<file path="src/rtl/rv32_alu_dec_pkg.sv">
// Shared types and encodings for the rv32_alu decode/issue stage: register and ALU-op types,
// RV32I major opcodes, funct3/funct7 values and the decoder FSM state type.
package rv32_alu_dec_pkg;

    typedef logic [31:0] rv_register_t;

    typedef enum logic [3:0] {
        ALU_ADD  = 4'd0,
        ALU_SUB  = 4'd1,
        ALU_SLL  = 4'd2,
        ALU_SLT  = 4'd3,
        ALU_SLTU = 4'd4,
        ALU_XOR  = 4'd5,
        ALU_SRL  = 4'd6,
        ALU_SRA  = 4'd7,
        ALU_OR   = 4'd8,
        ALU_AND  = 4'd9,
        ALU_EQ   = 4'd10,
        ALU_NE   = 4'd11
    } rv_alu_op_t;

    localparam logic [6:0] OPC_OP     = 7'b0110011;
    localparam logic [6:0] OPC_OP_IMM = 7'b0010011;
    localparam logic [6:0] OPC_BRANCH = 7'b1100011;
    localparam logic [6:0] OPC_LUI    = 7'b0110111;

    localparam logic [2:0] F3_ADD  = 3'b000;
    localparam logic [2:0] F3_SLL  = 3'b001;
    localparam logic [2:0] F3_SLT  = 3'b010;
    localparam logic [2:0] F3_SLTU = 3'b011;
    localparam logic [2:0] F3_XOR  = 3'b100;
    localparam logic [2:0] F3_SR   = 3'b101;
    localparam logic [2:0] F3_OR   = 3'b110;
    localparam logic [2:0] F3_AND  = 3'b111;

    localparam logic [2:0] F3_BEQ  = 3'b000;
    localparam logic [2:0] F3_BNE  = 3'b001;
    localparam logic [2:0] F3_BLT  = 3'b100;
    localparam logic [2:0] F3_BGE  = 3'b101;
    localparam logic [2:0] F3_BLTU = 3'b110;
    localparam logic [2:0] F3_BGEU = 3'b111;

    localparam logic [6:0] F7_BASE = 7'b0000000;
    localparam logic [6:0] F7_ALT  = 7'b0100000;

    typedef enum logic [1:0] {
        StIdle  = 2'd0,
        StRead  = 2'd1,
        StIssue = 2'd2
    } rv_dec_state_t;

    // Shared by OP and OP-IMM; 'alt' is funct7[5], selecting SUB/SRA.
    function automatic rv_alu_op_t arith_op(input logic [2:0] f3, input logic alt);
        rv_alu_op_t op;
        case (f3)
            F3_ADD:  op = alt ? ALU_SUB : ALU_ADD;
            F3_SLL:  op = ALU_SLL;
            F3_SLT:  op = ALU_SLT;
            F3_SLTU: op = ALU_SLTU;
            F3_XOR:  op = ALU_XOR;
            F3_SR:   op = alt ? ALU_SRA : ALU_SRL;
            F3_OR:   op = ALU_OR;
            default: op = ALU_AND;
        endcase
        return op;
    endfunction

endpackage

</file>
<file path="src/rtl/rv32_imm_gen.sv">
// Combinational I/B/U immediate extraction with sign extension for the decode stage.
module rv32_imm_gen
    import rv32_alu_dec_pkg::*;
(
    input  logic [31:0]  instr,
    output rv_register_t imm_i,
    output rv_register_t imm_b,
    output rv_register_t imm_u
);

    assign imm_i = {{20{instr[31]}}, instr[31:20]};
    assign imm_b = {{19{instr[31]}}, instr[31], instr[7], instr[30:25], instr[11:8], 1'b0};
    assign imm_u = {instr[31:12], 12'b0};

    logic unused_opc;
    assign unused_opc = ^instr[6:0];

endmodule

</file>
<file path="src/rtl/rv32_alu_dec.sv">
// RV32I decode/issue stage in front of rv32_alu: OP, OP-IMM, BRANCH and LUI, all else illegal.
// Optional writeback bypass into the operands is enabled by defining RV32_ALU_DEC_BYPASS_EN.
module rv32_alu_dec
    import rv32_alu_dec_pkg::*;
#(
    parameter int unsigned XLEN  = 32,
    parameter int unsigned RF_AW = 5
) (
    input  logic             clk,
    input  logic             rst,

    input  logic             instr_valid,
    output logic             instr_ready,
    input  logic [31:0]      instr,

    output logic [RF_AW-1:0] rf_rs1_addr,
    output logic [RF_AW-1:0] rf_rs2_addr,
    input  logic [XLEN-1:0]  rf_rs1_data,
    input  logic [XLEN-1:0]  rf_rs2_data,

    input  logic             wb_valid,
    input  logic [RF_AW-1:0] wb_rd,
    input  logic [XLEN-1:0]  wb_data,

    output logic             out_valid,
    input  logic             out_ready,
    output rv_register_t     alu_rs1,
    output rv_register_t     alu_rs2,
    output rv_alu_op_t       alu_opcode,
    output logic [XLEN-1:0]  imm,
    output logic [RF_AW-1:0] rd,
    output logic             wb_en,
    output logic             is_branch,
    output logic             cmp_inv,
    output logic             illegal
);

    rv_dec_state_t    state_q, state_d;
    logic [31:0]      instr_q;
    logic             capture;
    logic             load;

    rv_register_t     alu_rs1_q;
    rv_register_t     alu_rs2_q;
    rv_alu_op_t       alu_opcode_q;
    logic [XLEN-1:0]  imm_q;
    logic [RF_AW-1:0] rd_q;
    logic             wb_en_q;
    logic             is_branch_q;
    logic             cmp_inv_q;
    logic             illegal_q;

    // The regfile samples these on the accept edge, so they follow the incoming word.
    assign rf_rs1_addr = instr[19:15];
    assign rf_rs2_addr = instr[24:20];

    // ------------------------------------------------------------------
    // Handshake FSM
    // ------------------------------------------------------------------
    always_comb begin
        state_d     = state_q;
        capture     = 1'b0;
        load        = 1'b0;
        instr_ready = 1'b0;
        unique case (state_q)
            StIdle: begin
                instr_ready = 1'b1;
                if (instr_valid) begin
                    capture = 1'b1;
                    state_d = StRead;
                end
            end
            StRead: begin
                load    = 1'b1;
                state_d = StIssue;
            end
            StIssue: begin
                instr_ready = out_ready;
                if (out_ready) begin
                    if (instr_valid) begin
                        capture = 1'b1;
                        state_d = StRead;
                    end else begin
                        state_d = StIdle;
                    end
                end
            end
            default: state_d = StIdle;
        endcase
        if (rst) begin
            instr_ready = 1'b0;
        end
    end

    always_ff @(posedge clk) begin
        if (rst) begin
            state_q <= StIdle;
            instr_q <= '0;
        end else begin
            state_q <= state_d;
            if (capture) begin
                instr_q <= instr;
            end
        end
    end

    assign out_valid = (state_q == StIssue);

    // ------------------------------------------------------------------
    // Field extraction and immediates
    // ------------------------------------------------------------------
    logic [6:0]       opc;
    logic [2:0]       f3;
    logic [6:0]       f7;
    logic [RF_AW-1:0] rs1_idx;
    logic [RF_AW-1:0] rs2_idx;
    logic [RF_AW-1:0] rd_idx;
    rv_register_t     imm_i;
    rv_register_t     imm_b;
    rv_register_t     imm_u;
    rv_register_t     shamt;

    assign opc     = instr_q[6:0];
    assign rd_idx  = instr_q[11:7];
    assign f3      = instr_q[14:12];
    assign rs1_idx = instr_q[19:15];
    assign rs2_idx = instr_q[24:20];
    assign f7      = instr_q[31:25];
    assign shamt   = {27'b0, instr_q[24:20]};

    rv32_imm_gen u_imm_gen (
        .instr (instr_q),
        .imm_i (imm_i),
        .imm_b (imm_b),
        .imm_u (imm_u)
    );

    // ------------------------------------------------------------------
    // Operand selection
    // ------------------------------------------------------------------
    rv_register_t rs1_val;
    rv_register_t rs2_val;

    always_comb begin
        rs1_val = rf_rs1_data;
        rs2_val = rf_rs2_data;
`ifdef RV32_ALU_DEC_BYPASS_EN
        if (wb_valid && (wb_rd != '0) && (wb_rd == rs1_idx)) begin
            rs1_val = wb_data;
        end
        if (wb_valid && (wb_rd != '0) && (wb_rd == rs2_idx)) begin
            rs2_val = wb_data;
        end
`endif
        if (rs1_idx == '0) begin
            rs1_val = '0;
        end
        if (rs2_idx == '0) begin
            rs2_val = '0;
        end
    end

`ifndef RV32_ALU_DEC_BYPASS_EN
    logic unused_wb;
    assign unused_wb = ^{wb_valid, wb_rd, wb_data};
`endif

    // ------------------------------------------------------------------
    // Decode
    // ------------------------------------------------------------------
    rv_alu_op_t   dec_op;
    rv_register_t dec_src1;
    rv_register_t dec_src2;
    rv_register_t dec_imm;
    logic         dec_illegal;
    logic         dec_branch;
    logic         dec_inv;
    logic         dec_wb_en;
    logic         is_shift;

    assign is_shift = (f3 == F3_SLL) || (f3 == F3_SR);

    always_comb begin
        dec_op      = ALU_ADD;
        dec_src1    = rs1_val;
        dec_src2    = rs2_val;
        dec_imm     = '0;
        dec_illegal = 1'b1;
        dec_branch  = 1'b0;
        dec_inv     = 1'b0;
        case (opc)
            OPC_OP: begin
                if ((f7 == F7_BASE) || ((f7 == F7_ALT) && ((f3 == F3_ADD) || (f3 == F3_SR)))) begin
                    dec_illegal = 1'b0;
                    dec_op      = arith_op(f3, f7[5]);
                end
            end
            OPC_OP_IMM: begin
                dec_imm  = imm_i;
                dec_src2 = imm_i;
                if (!is_shift) begin
                    // Upper immediate bits are data here, so there is no SUBI.
                    dec_illegal = 1'b0;
                    dec_op      = arith_op(f3, 1'b0);
                end else begin
                    dec_src2 = shamt;
                    if ((f7 == F7_BASE) || ((f7 == F7_ALT) && (f3 == F3_SR))) begin
                        dec_illegal = 1'b0;
                        dec_op      = arith_op(f3, f7[5]);
                    end
                end
            end
            OPC_BRANCH: begin
                dec_imm     = imm_b;
                dec_illegal = 1'b0;
                dec_branch  = 1'b1;
                case (f3)
                    F3_BEQ:  dec_op = ALU_EQ;
                    F3_BNE:  dec_op = ALU_NE;
                    F3_BLT:  dec_op = ALU_SLT;
                    F3_BGE: begin
                        dec_op  = ALU_SLT;
                        dec_inv = 1'b1;
                    end
                    F3_BLTU: dec_op = ALU_SLTU;
                    F3_BGEU: begin
                        dec_op  = ALU_SLTU;
                        dec_inv = 1'b1;
                    end
                    default: dec_illegal = 1'b1;
                endcase
            end
            OPC_LUI: begin
                dec_illegal = 1'b0;
                dec_src1    = '0;
                dec_src2    = imm_u;
                dec_imm     = imm_u;
            end
            default: ;
        endcase

        // Illegal ops still travel down the pipe, but as an inert ADD.
        if (dec_illegal) begin
            dec_op     = ALU_ADD;
            dec_imm    = '0;
            dec_branch = 1'b0;
            dec_inv    = 1'b0;
        end
        dec_wb_en = !dec_illegal && !dec_branch && (rd_idx != '0);
    end

    // ------------------------------------------------------------------
    // Issue registers
    // ------------------------------------------------------------------
    always_ff @(posedge clk) begin
        if (rst) begin
            alu_rs1_q    <= '0;
            alu_rs2_q    <= '0;
            alu_opcode_q <= ALU_ADD;
            imm_q        <= '0;
            rd_q         <= '0;
            wb_en_q      <= 1'b0;
            is_branch_q  <= 1'b0;
            cmp_inv_q    <= 1'b0;
            illegal_q    <= 1'b0;
        end else if (load) begin
            alu_rs1_q    <= dec_src1;
            alu_rs2_q    <= dec_src2;
            alu_opcode_q <= dec_op;
            imm_q        <= dec_imm;
            rd_q         <= rd_idx;
            wb_en_q      <= dec_wb_en;
            is_branch_q  <= dec_branch;
            cmp_inv_q    <= dec_inv;
            illegal_q    <= dec_illegal;
        end
    end

    assign alu_rs1    = alu_rs1_q;
    assign alu_rs2    = alu_rs2_q;
    assign alu_opcode = alu_opcode_q;
    assign imm        = imm_q;
    assign rd         = rd_q;
    assign wb_en      = wb_en_q;
    assign is_branch  = is_branch_q;
    assign cmp_inv    = cmp_inv_q;
    assign illegal    = illegal_q;

endmodule

</file>
<file path="config.mk">
export PLATFORM = sky130hd
export DESIGN_NAME = rv32_alu_dec
export DESIGN_NICKNAME = d
export VERILOG_FILES = /design/src/rtl/rv32_alu_dec_pkg.sv /design/src/rtl/rv32_imm_gen.sv /design/src/rtl/rv32_alu_dec.sv
export SDC_FILE = /design/constraint.sdc
export NUM_CORES = 1
export LEC_CHECK = 0
export ABC_AREA = 1
export BUFFER_PORTS_ARGS = -buffer_cell sky130_fd_sc_hd__buf_2
export CAP_MARGIN = 25
export CORE_ASPECT_RATIO = 1.5
export CORE_UTILIZATION = 30
export CTS_BUF_LIST = sky130_fd_sc_hd__clkbuf_16
export DETAILED_ROUTE_END_ITERATION = 8
export SKIP_CTS_REPAIR_TIMING = 1
export SYNTH_ARGS = -nofsm -noshare
export SYNTH_HDL_FRONTEND = slang
export SYNTH_SLANG_ARGS = --single-unit
</file>
<file path="constraint.sdc">
create_clock -name clk -period 2 [get_ports clk]
set_clock_uncertainty 0.1 [all_clocks]
set_input_delay 0.3 -clock clk [delete_from_list [all_inputs] [get_ports clk]]
set_output_delay 0.3 -clock clk [all_outputs]
set_load 0.1 [all_outputs]
</file>
# After elaboration in Yosys (flattened, before gate mapping)
# Index checks and enable logic that the tools add are counted.
[word_totals]
register_bits = 143
[classes]
mux = 37
eq_ne = 16
n_reduce_logical = 21
[ops]
columns = ["cell", "count"]
rows = [
  ["32-bit 2-to-1 mux", 5],
  ["32-bit case mux with 3 select lines", 1],
  ["32-bit case mux with 2 select lines", 1],
  ["4-bit case mux with 7 select lines", 2],
  ["7-bit by 6-bit equality test with 1-bit output, second input constant", 3],
  ["1-bit 2-to-1 mux", 16],
  ["4-bit 2-to-1 mux", 4],
  ["4-bit case mux with 4 select lines", 1],
  ["3-bit equality test, second input constant", 4],
  ["4-bit case mux with 3 select lines", 1],
  ["5-bit logical NOT", 2],
  ["7-bit by 5-bit equality test with 1-bit output, second input constant", 1],
  ["7-bit equality test, second input constant", 1],
  ["7-bit logical NOT", 1],
  ["3-bit by 2-bit equality test with 1-bit output, second input constant", 2],
  ["2-bit case mux with 3 select lines", 1],
  ["2-bit OR reduction", 3],
  ["6-bit OR reduction", 1],
  ["5-bit nonzero test", 1],
  ["1-bit logical AND", 4],
  ["1-bit logical OR", 4],
  ["2-bit 2-to-1 mux", 2],
  ["1-bit case mux with 2 select lines", 2],
  ["1-bit case mux with 4 select lines", 1],
  ["other kinds (9)", 10],
]

# Depth between registers and ports, before layout
# Gate-level depths: netlist of run 1.
[logic_depth]
word_depth = 10
mapped_depth = 12
mapped_depth_nobuf = 12

# Modules after synthesis
# From an unflattened synthesis of run 1, not the netlist that was laid out.
[unflattened]
cells_unflattened = 1008
hier_area_um2 = 7269.5
[by_module_without_submodules]
columns = ["module", "area_per_inst_um2", "cells_each", "instances"]
rows = [
  ["rv32_alu_dec", 6545.0, 911, 1],
  ["rv32_imm_gen", 724.4, 97, 1],
]

# Least setup slack after synthesis of run 1
# No wires, ideal clock.
[synth_timing]
path_kind = "input port to output port"
from = "in rst"
to = "out instr_ready"
n_path_buf = 2
arrival_time_ns = 1.971
path_stages = 3
slack_ns = -0.371
cell_sequence = "clkbuf_1 > clkbuf_1 > nor2_1"
[synth_via]
elab_chain_cells = 1
[synth_rtl]
columns = ["item", "line_no", "rtl"]
rows = [
  ["from (decl)", "rv32_alu_dec.sv:10", "input logic rst,"],
  ["1-bit 2-to-1 mux", "rv32_alu_dec.sv:90", "if (rst) begin"],
  ["to (decl)", "rv32_alu_dec.sv:13", "output logic instr_ready,"],
]
# Every way passes these cells.

# Worst setup path in the final report of run 1
[layout_timing]
from = "reg instr_q[31]"
to = "reg imm_q[3], in the netlist imm[3]"
[layout_via]
elab_chain_cells = 7
word_cells_on_any_way = 11
[layout_rtl]
columns = ["item", "line_no", "rtl"]
rows = [
  ["from (decl)", "rv32_alu_dec.sv:39", "logic [31:0] instr_q;"],
  ["from (signal assigned)", "rv32_alu_dec.sv:102", "instr_q <= instr;"],
  ["7-bit by 6-bit equality test with 1-bit output", "rv32_alu_dec.sv:193, rv32_alu_dec.sv:207", ""],
  ["1-bit logical AND", "rv32_alu_dec.sv:207", "if ((f7 == F7_BASE) || ((f7 == F7_ALT) && (f3 == F3_SR))) begin"],
  ["1-bit logical OR", "rv32_alu_dec.sv:207", ""],
  ["1-bit 2-to-1 mux", "rv32_alu_dec.sv:207", ""],
  ["1-bit 2-to-1 mux", "rv32_alu_dec.sv:201", "if (!is_shift) begin"],
  ["1-bit case mux with 4 select lines *", "rv32_alu_dec.sv:191", "case (opc)"],
  ["32-bit 2-to-1 mux *", "rv32_alu_dec.sv:243", "if (dec_illegal) begin"],
  ["to (signal assigned)", "rv32_alu_dec.sv:270", "imm_q <= dec_imm;"],
  ["to (decl)", "rv32_alu_dec.sv:46", "logic [XLEN-1:0] imm_q;"],
]
# Every way passes the cells marked *; elsewhere a longest branch is shown, timed or not.
# A chain may end at the register's enable or synchronous reset.

==> metrics.csv, run 1 <==
metric;value;unit
worstPathRequired;2260;ps
std_cell_rows;62;
insertion_delay;430;ps
setup_viol;0;
power_density;1010;nW/um^2
end_kind;flop;
reg2reg_to;imm[3]$_SDFFE_PP0N_;
finalHoldViolations;0;
multi_input_area;2680;sq um
postSynth.asyncResetShare;0;%
drv_slew;0;
drc;0;
drtPass1Iterations;4;
antenna_found_initial;1;
setup-tns-final;0;ps
yosys_warnings;0;
synth_common_cells;nand2_1 (221), dfxtp_1 (143), a21oi_1 (126);
place_area;7400;sq um
core_area;19200;sq um
reg2regPathDepth;9;
place_hpwl;14000;um
nets;1149;
worstReg2RegStart;instr_q[31]$_SDFFE_PP0P_;
numCtsBuffers;17;
synth_seq_cells;143;
synth_ff_type;dfxtp_1;
grt_util_all_layers;18.8;%
area_growth_syn_to_layout;40.2;%
p_leak;3.59;nW
avgSynthCellArea;7.51;sq um
syn_nets;929;
synth_top_area_share;48.2;%
dp_cells;1234;
hold_depth;3;
worstMarginPinSlew;523;ps
syn_inst;791;
grt_pass1_vias;5357;
cts_tree;done;
cts_max_level;4;
clk_pin_slew_worst_paths;70;ps
ant_nets;0;
synth-edff-count;0;
cts_buffer_depth;2;
cp.arrival;2190;ps
via_count;6043;
avgViaCountPerCell;4.72;
maxSlewHeadroom;65.4;%
wirelength;19900;um
min_period;1930;ps
register_area;2870;sq um
yosysMostFrequentCell;nand2_1;
routedWlPerCell;15.5;um
syn-cell-area;5940;sq um
place_ws;112;ps
drt-initial-drc-count;354;
min_from;rf_rs1_data[0];
synth_area_leaders;dfxtp_1 (48%), nand2_1 (14%), a21oi_1 (11%);
place.gp.congestion;0.898;
num_io_pins;259;
holdPathEnd;alu_rs1[0]$_SDFFE_PP0N_;
hold_path.class;input port to flop;
grt_overflow;0;
status;finished, final reports clean;
r2r_slack;70;ps
min_period_over_period;96.5;%
ir_drop;548;uV
postLayoutSetupSlackWorst;71.0;ps
port_buffers;220;
holdWs;8.94;ps
finalPower;8.37;mW
fin_util;43.3;%
critical_path_class;flop to flop;
initial_core_util;30.9;%
startpoint_type;flop;
fp.dieW;117;um
grt_max_degree;68;
num-fill-cells;2060;
ys_types;30;
drive_gt1_share;34.2;%
cap_violations;0;
instances_no_fill;1281;
path_max_fanout;6;
grt_first_pass_wirelength;28600;um
dieHeight;174;um
die-area;20400;sq um
synth_top_area_cell;dfxtp_1;
rsz0062_at_grt;true;
clock_sinks;143;
ys_seq_area_share;48.2;%
fmax;518;MHz
cts_root_buf;clkbuf_16;
final_area;8330;sq um
[how the worst max path moves through the flow]
stage                     depth (start not counted)  slack, ps                       end                     start
after floorplan                                   3         80               instr_ready                       rst
after global placement                           11        150       imm[5]$_SDFFE_PP0N_   instr_q[5]$_SDFFE_PP0P_
after detailed placement                          9        110  alu_rs1[27]$_SDFFE_PP0N_   instr_q[6]$_SDFFE_PP0P_
after CTS                                         4         80               instr_ready   state_q[0]$_SDFFE_PP0P_
after global routing                             10        -40   alu_rs1[5]$_SDFFE_PP0N_   instr_q[6]$_SDFFE_PP0P_
final                                             9         70       imm[3]$_SDFFE_PP0N_  instr_q[31]$_SDFFE_PP0P_
[logic make-up after synthesis]
kind of cell	Yosys count	share of synthesized area (%)
AOI/OAI and AO/OA	239	21.6
buffers and inverters	109	8.36
DFF	143	48.2
and+or+nand+nor	300	21.9
[critical path, stage by stage, from the launching register on]
cell and delay [ps]:
dfxtp_1 390, inv_1 160, nand3_1 80, nor2_1 160, nand2_1 90, nand3_1 110, nand3_4 140, nor2_8 240
nand3_1 220, a21oi_1 160
[cells in the final DEF (no fill, tap or decap), types with 6 or more instances in the layout]
cell / count
buf_2: 221
clkbuf_16: 19
o21ai_0: 70
nand2_2: 6
a31oi_1: 30
dfxtp_1: 140
buf_4: 27
inv_1: 38
nand2_1: 218
nand3_2: 11
buf_12: 9
a21oi_2: 11
a21oi_1: 124
bufinv_16: 7
nand3_1: 23
nor2_1: 21
inv_2: 6
nor2_4: 6
[sequential cells by signal (all words and copies together), names as in the netlist, 2 cells and up]
name        count
imm            32
alu_rs1        32
rd              5
alu_rs2        32
alu_opcode      4
instr_q        32
state_q         2
[layout make-up]
cell class                 count  area share, %
tap                          256           3.84
timing repair buffer         263           19.0
sequential                   143           34.4
antenna                        1         0.0300
multi-input combinational    540           32.1
clock buffer                  17           5.11
clock inverter                15           3.33
inverter                      46           2.15
[routing by layer]
metal  track usage [%]  share of wire (%)
met5                 0                  0
met4              8.91                3.2
met3              3.91                5.3
met2              33.1                 51
met1              21.2                 40
[power breakdown]
group / leakage, nW / total, mW / internal [mW] / switching (mW)
Clock: 0.341 / 3.81 / 2.49 / 1.32
Sequential: 1.17 / 3.08 / 2.99 / 0.0842
Combinational: 2.08 / 1.49 / 0.336 / 1.16
No activity file was read; power rests on OpenSTA's default activity.
==> run 2: changes to the inputs <==
==> constraint.sdc (replaced) <==
create_clock -name clk -period 1.8 [get_ports clk]
set_clock_uncertainty 0.1 [all_clocks]
set_input_delay 0.27 -clock clk [delete_from_list [all_inputs] [get_ports clk]]
set_output_delay 0.27 -clock clk [all_outputs]
set_load 0.1 [all_outputs]
==> metrics.csv, run 2 (synthesized netlist as in run 1, its figures left out) <==
metric;value;unit;change
insertion_delay;420;ps;was 430 ps
worstMarginPinSlew;566;ps;was 523 ps
power_density;993;nW/um^2;was 1010 nW/um^2
wirelength;20800;um;was 19900 um
critPathSlowestCell;dfxtp_2;;was dfxtp_1
startpoint_type;flop;;unchanged
nets;1201;;was 1149
hold_depth;3;;unchanged
dieHeight;174;um;unchanged
drv_slew;0;;unchanged
area_growth_syn_to_layout;49.6;%;was 40.2%
place_hpwl;14500;um;was 14000 um
fp.dieW;117;um;unchanged
ir_drop;554;uV;was 548 uV
clk_pin_slew_worst_paths;70;ps;about the same
grt_max_degree;66;;was 68
drc;0;;unchanged
rsz0062_at_grt;true;;unchanged
dp_cells;1265;;was 1234
crit_buf_inv;6;;was 1
finalHoldViolations;6;;was 0
reg2regPathDepth;11;;was 9
std_cell_rows;62;;unchanged
critPathMaxStageDelay;350;ps;was 390 ps
antenna_found_initial;2;;was 1
min_period;1790;ps;was 1930 ps
grt_first_pass_wirelength;29600;um;was 28600 um
port_buffers;220;;unchanged
path_depth;11;;was 9
final_common_cell;buf_2;;unchanged
drt-initial-drc-count;382;;was 354
cp.arrival;2050;ps;was 2190 ps
status;finished with violations;;was finished, final reports clean
core_area;19200;sq um;unchanged
critical_path_class;flop to flop;;unchanged
via_count;6276;;was 6043
num-fill-cells;1979;;was 2060
place_area;7620;sq um;was 7400 sq um
die-area;20400;sq um;unchanged
final_area;8890;sq um;was 8330 sq um
failed_checks;hold timing;;
end_kind;flop;;unchanged
place_ws;-157;ps;was 112 ps
fmax;557;MHz;was 518 MHz
p_leak;3.82;nW;was 3.59 nW
worstPathRequired;2050;ps;was 2260 ps
initial_core_util;30.9;%;unchanged
grt_util_all_layers;19.2;%;was 18.8%
cp_top_family;buffers and inverters;;was simple AND/OR/NAND/NOR gates
grt_overflow;0;;unchanged
grt_pass1_vias;5594;;was 5357
maxSlewHeadroom;62.6;%;was 65.4%
clock_sinks;143;;unchanged
cts_tree;done;;unchanged
cpMostUsedCell;inv_2;;was nand3_1
place.gp.congestion;0.849;;was 0.898
num_io_pins;259;;unchanged
cts_max_level;4;;unchanged
cts_buffer_depth;2;;unchanged
cts_root_buf;clkbuf_16;;unchanged
holdWs;-10.9;ps;was 8.94 ps
hold_path.class;input port to flop;;unchanged
setup_viol;0;;unchanged
path_max_fanout;8;;was 6
min_period_over_period;99.7;%;was 96.5%
numCtsBuffers;17;;unchanged
cap_violations;0;;unchanged
instances_no_fill;1334;;was 1281
drive_gt1_share;39.9;%;was 34.2%
ant_nets;0;;unchanged
mostFrequentLayoutCells;buf_2 (218), nand2_1 (215), dfxtp_1 (136), a21oi_1 (96), o21ai_0 (68);;was buf_2 (221), nand2_1 (218), dfxtp_1 (140), a21oi_1 (124), o21ai_0 (70)
avgViaCountPerCell;4.70;;was 4.72
postLayoutSetupSlackWorst;5.02;ps;was 71.0 ps
crit_chain;inv_2 > nand3_2 > inv_2 > nand3_2 > inv_2 > buf_6 > a311oi_4 > buf_6 > clkbuf_16 > nand2_1 > a21oi_1;;was inv_1 > nand3_1 > nor2_1 > nand2_1 > nand3_1 > nand3_4 > nor2_8 > nand3_1 > a21oi_1
routedWlPerCell;15.6;um;was 15.5 um
drtPass1Iterations;5;;was 4
==> run 2: cell type report <==
type	instances	area [sq um]	area share (%)
sequential	143	2870	32.3
multi-input combinational	540	2850	32.0
timing repair buffer	315	2070	23.3
clock buffer	17	425	4.79
tap	256	320	3.60
inverter	46	175	1.97
clock inverter	15	173	1.94
antenna	2	5.00	0.0563
==> run 2: worst paths after layout <==
path                            start                        to  slack (ps)
min                   rf_rs1_data[12]  alu_rs1[12]$_SDFFE_PP0N_         -10
min reg2reg  alu_rs1[10]$_SDFFE_PP0N_  alu_rs1[10]$_SDFFE_PP0N_         360
max reg2reg   instr_q[6]$_SDFFE_PP0P_  alu_rs1[10]$_SDFFE_PP0N_           5
max           instr_q[6]$_SDFFE_PP0P_  alu_rs1[10]$_SDFFE_PP0N_           5
==> run 2: through the flow <==
step	power (mW)	hold slack, ps	utilization, %	setup TNS (ps)
after floorplan	4.71	313	-	-57.6
after global placement	5.19	339	39.6	-4200
after detailed placement	5.20	339	39.6	-5040
after CTS	8.79	-30.8	42.7	-6450
after global routing	9.17	0.0488	46.2	-1920
final	8.82	-10.9	46.2	0
==> run 2: worst reg2reg max path, stage by stage, from the launching register on <==
cell	delay, ps
dfxtp_2	350
inv_2	50
nand3_2	70
inv_2	40
nand3_2	90
inv_2	70
buf_6	130
a311oi_4	340
buf_6	170
clkbuf_16	150
nand2_1	50
a21oi_1	120
==> run 2: power by group <==
group          switching, mW  internal (mW)
registers             0.0968           3.32
clock network           1.50           2.09
logic                   1.34          0.478
total                   2.93           5.89
==> run 2: layer usage <==
metal	vias to the layer above	wire length (um)	GRT usage [%]
li1	3166	-	-
met1	2909	8500	22.1
met2	166	10800	33.3
met3	35	853	4.04
met4	0	662	9.23
met5	-	0	0
